<file path="src/rtl/pad_turnaround_ctrl.sv">
// Direction sequencer for a bank of bidirectional pads sharing one OE/IE pair.
// Arbitrates RX (default) vs TX bursts with programmable dead cycles between directions.
module pad_turnaround_ctrl #(
  parameter int unsigned WIDTH       = 8,
  parameter int unsigned TURN_CYCLES = 2,
  parameter logic [1:0]  DS_RESET    = 2'b01,
  parameter logic        SR_RESET    = 1'b0
) (
  input  logic             clk,
  input  logic             rst,
  input  logic             cfg_wr,
  input  logic [1:0]       cfg_ds,
  input  logic             cfg_sr,
  output logic             cfg_ready,
  input  logic             tx_req,
  output logic             tx_gnt,
  input  logic             tx_valid,
  input  logic [WIDTH-1:0] tx_data,
  input  logic             tx_last,
  output logic             tx_ready,
  input  logic             rx_en,
  output logic             rx_valid,
  output logic [WIDTH-1:0] rx_data,
  output logic [WIDTH-1:0] pad_a,
  output logic             pad_oe,
  output logic             pad_ie,
  output logic             pad_ds0,
  output logic             pad_ds1,
  output logic             pad_sr,
  input  logic [WIDTH-1:0] pad_y
);

  typedef enum logic [1:0] {
    ST_RX      = 2'd0,
    ST_PRE_TX  = 2'd1,
    ST_TX      = 2'd2,
    ST_POST_TX = 2'd3
  } state_t;

  localparam logic [3:0] TURN_LOAD = 4'(TURN_CYCLES - 1);

  state_t     state, state_nxt;
  logic [3:0] cnt, cnt_nxt;
  logic       beat;

  assign beat = (state == ST_TX) && tx_valid && tx_ready;

  // NOTE: every variable gets a default before the case so no path can infer a latch.
  always_comb begin
    state_nxt = state;
    cnt_nxt   = cnt;
    unique case (state)
      ST_RX: begin
        if (tx_req) begin
          state_nxt = ST_PRE_TX;
          cnt_nxt   = TURN_LOAD;
        end
      end
      ST_PRE_TX: begin
        if (cnt == 4'd0) state_nxt = ST_TX;
        else             cnt_nxt   = cnt - 4'd1;
      end
      ST_TX: begin
        if (beat && tx_last) begin
          state_nxt = ST_POST_TX;
          cnt_nxt   = TURN_LOAD;
        end
      end
      ST_POST_TX: begin
        if (cnt == 4'd0) state_nxt = ST_RX;
        else             cnt_nxt   = cnt - 4'd1;
      end
      default: state_nxt = ST_RX;
    endcase
  end

  // Pad controls are decoded from the next state and registered, so OE/IE never glitch.
  // NOTE: sequential state uses non-blocking assignments so all flops update from pre-edge values.
  always_ff @(posedge clk or posedge rst) begin
    if (rst) begin
      state     <= ST_RX;
      cnt       <= 4'd0;
      pad_oe    <= 1'b0;
      pad_ie    <= 1'b1;
      tx_gnt    <= 1'b0;
      tx_ready  <= 1'b0;
      cfg_ready <= 1'b1;
      pad_a     <= '0;
      pad_ds1   <= DS_RESET[1];
      pad_ds0   <= DS_RESET[0];
      pad_sr    <= SR_RESET;
      rx_valid  <= 1'b0;
      rx_data   <= '0;
    end else begin
      state     <= state_nxt;
      cnt       <= cnt_nxt;
      pad_oe    <= (state_nxt == ST_TX);
      pad_ie    <= (state_nxt == ST_RX);
      tx_gnt    <= (state_nxt == ST_TX);
      tx_ready  <= (state_nxt == ST_TX);
      cfg_ready <= (state_nxt == ST_RX);

      if (state_nxt == ST_RX && state != ST_RX) pad_a <= '0;
      else if (beat)                            pad_a <= tx_data;

      if (cfg_wr && cfg_ready) begin
        pad_ds1 <= cfg_ds[1];
        pad_ds0 <= cfg_ds[0];
        pad_sr  <= cfg_sr;
      end

      // Pads are only sampled while the receivers are enabled.
      rx_valid <= (state == ST_RX) && rx_en;
      if ((state == ST_RX) && rx_en) rx_data <= pad_y;
    end
  end

endmodule
</file>
<file path="config.mk">
export PLATFORM = sky130hd
export DESIGN_NAME = pad_turnaround_ctrl
export DESIGN_NICKNAME = d
export VERILOG_FILES = /design/src/rtl/pad_turnaround_ctrl.sv
export SDC_FILE = /design/constraint.sdc
export NUM_CORES = 1
export LEC_CHECK = 0
export CAP_MARGIN = 20
export CORE_MARGIN = 4
export CORE_UTILIZATION = 40
export DETAILED_ROUTE_END_ITERATION = 12
export PLACE_DENSITY = 0.76
export SETUP_SLACK_MARGIN = 0.15
export SKIP_LAST_GASP = 1
export SLEW_MARGIN = 20
export SYNTH_ARGS = -nofsm -noshare
export SYNTH_HDL_FRONTEND = slang
export SYNTH_SLANG_ARGS = --single-unit
</file>
<file path="constraint.sdc">
create_clock -name clk -period 2 [get_ports clk]
set_input_delay 0.4 -clock clk [delete_from_list [all_inputs] [get_ports clk]]
set_output_delay 0.4 -clock clk [all_outputs]
set_load 0.03 [all_outputs]
</file>
==> results.cfg <==
[run_status]
status = finished clean

[clock_tree]
clkSinkCount = 28
cts-hold-fix-buffers = 0
cts_setup_buffers = 0
clkTransAtPathRegs_ns = 0.15
cts_buffers = 3
clk_path_buf_depth = 2
tritoncts = built
root_buffer = clkbuf_4
insertion_delay_ns = 0.33
htree_levels = 1

[floorplanning]
die_area_um2 = 3920
die_h_um = 62.6
core_um2 = 2810
rows = 19
num_io_pins = 51
die_w_um = 62.6
start_util = 0.425

[power_and_ir_drop]
p_per_area_nw_per_um2 = 1640
leakagePower_nw = 0.894
total_power_mw = 2.92
ir_worst_vdd_uv = 789

[placed_design]
preCtsSetupSlack_ns = 0.199
place.gp.congestion = 0.778
hpwl_um = 2160
port_buffers = 50

[critical_path]
startpoint = pad_a[3]$_DFFE_PP0P_
r2r_cells = 6
r2r_end = cnt[0]$_DFFE_PP0P_
endpoint_kind = output port
crit_family = buffers and inverters
crit_buf_inv = 1
slowest_delay_ns = 0.68
worst_r2r_startpoint = cnt[0]$_DFFE_PP0P_
start_kind = flip-flop
path_cells = clkdlybuf4s50_1
worstPathRequired_ns = 1.60
worstSetupPathType = reg -> out
critical_path_depth = 1
crit_arrival_ns = 1.38
r2r_slack_ns = 0.23
cp_max_fo = 2
crit_slowest_cell = clkdlybuf4s50_1
cp-endpoint = pad_a[3]

[layout]
register_area_um2 = 703
area_growth_pct = 49.0
final_cell_mix = clkdlybuf4s50_1, dfrtp_1, nand2_1
layout_commonest_cell = clkdlybuf4s50_1
fill_cells = 236
utilization = 0.633
drive_above_1_share = 0.150
layout.nets = 181
multiInputGateArea_um2 = 423
antennaDiodeCount = 0

[global_route]
antenna_found_initial = 0
grt_max_degree = 29
overflow = 0
grt_pass1_vias = 955
grt_usage = 0.154
grt_pass1_wl_um = 4790

[synthesis]
syn-num-nets = 130
ys.flop_type = dfrtp_1
ys_seq_area_frac = 0.590
ys_types = 29
ys_seq_elements = 28
syn_inst = 103
async_reset_ff_frac = 1.00
syn_area_um2 = 1190
synth_edf_count = 0
synth_warnings = 0
avgSynthCellArea_um2 = 11.6

[sta]
finalCriticalPeriod_ns = 1.78
setup_tns_ns = 0
fin_ws_ns = 0.218
maxSlewViolCount = 0
max_freq_mhz = 561
hold_violations = 0
rsz0062_at_grt = no
fin_skew_ns = 0.00597
period_share = 0.891
slew-limit-headroom = 0.768
worst_slew_pin_slew_ns = 0.348
setup_violations = 0

[run]
maxCapViolCount = 0

[routing]
drtPass1Iterations = 4
vias_per_cell = 5.02
wl_per_cell_um = 15.3
drt.antenna.violating_nets = 0
drtIter0Drc = 36
vias = 924
drt_wl_total_um = 2820
drc_errors = 0

[min_path]
hp-class = in -> async
what timing repair did:
action | 4_1_cts | 5_1_grt
setup endpoints to repair | 6 | 10
resized for setup | 6 | 10
pin swaps | 0 | 0
registers in the layout (all words and copies together) (netlist names):
signal and count:
pad_ds0 1, pad_oe 1, pad_ds1 1, pad_a 8
pad_ie 1, pad_sr 1, state 2, cnt 4
rx_data 8, rx_valid 1
cells by family (layout without fill, tap and decap cells):
family / Yosys count / count (layout) / share of synthesized area
XOR/XNOR: 1 / 1 / 0.00735
AND/OR/NAND/NOR: 33 / 33 / 0.137
adder cells (fa/ha/maj): 1 / 1 / 0.0105
AO/OA/AOI/OAI: 17 / 17 / 0.0955
flip-flops: 28 / 28 / 0.590
buffers and inverters: 12 / 62 / 0.0556
multiplexers: 11 / 11 / 0.104
worst min-delay path, delay by kind of cell:
family | cells | cell delay [ns]
buffers and inverters | 3 | 0.76
through the flow:
stage,cell area (µm²),cells,hold slack (ns)
global route,1780,184,0.410
CTS,1750,184,0.407
floorplan,1190,103,0.464
finish,1780,184,0.407
global placement,1710,180,0.489
detailed placement,1710,180,0.495
routing by layer:
| layer | track usage | vias to the layer above | wire length (µm) | part of all wire |
|---|---|---|---|---|
| met4 | 0.0826 | 0 | 58 | 0.021 |
| met5 | 0 | - | 0 | 0 |
| li1 | - | 444 | - | - |
| met1 | 0.196 | 441 | 1230 | 0.44 |
| met2 | 0.240 | 35 | 1350 | 0.48 |
| met3 | 0.0378 | 4 | 180 | 0.064 |
layout make-up:
type                    instances  area share
multi-input cells              63       0.238
clock inverters                 1      0.0169
repair buffers                 53       0.304
flip-flops and latches         28       0.396
clock buffers                   3      0.0127
inverters                       5      0.0106
well taps                      31      0.0218
power by group:
| group | internal, mW | switching (mW) | leakage (nW) |
|---|---|---|---|
| registers | 0.837 | 0.172 | 0.346 |
| clock network | 0.203 | 0.166 | 0.0279 |
| logic | 0.673 | 0.865 | 0.520 |
synth_stat cells (2+ instances only):
| library cell | instances | area (µm²) |
|---|---|---|
| dfrtp_1 | 26 | 651 |
| inv_1 | 5 | 18.8 |
| nand2_1 | 19 | 71.3 |
| nor3_1 | 2 | 10.0 |
| mux2_2 | 11 | 124 |
| dfstp_2 | 2 | 52.6 |
| nand2b_1 | 2 | 12.5 |
| nor2_1 | 2 | 7.51 |
| a21oi_1 | 10 | 50.1 |
| nor3b_1 | 2 | 15.0 |
| buf_2 | 2 | 10.0 |
| buf_4 | 3 | 22.5 |
how the worst min path moves through the flow:
stage,start,to,slack [ns]
finish,rst,pad_a[2]$_DFFE_PP0P_,0.41
global route,rst,pad_a[2]$_DFFE_PP0P_,0.41
CTS,rst,pad_a[2]$_DFFE_PP0P_,0.41
detailed placement,rx_data[0]$_DFFE_PP0P_,rx_data[0]$_DFFE_PP0P_,0.49
global placement,pad_sr$_DFFE_PP0P_,pad_sr$_DFFE_PP0P_,0.49
floorplan,rst,cnt[0]$_DFFE_PP0P_,0.46
Note: power is estimated with default switching activity, not from simulation.
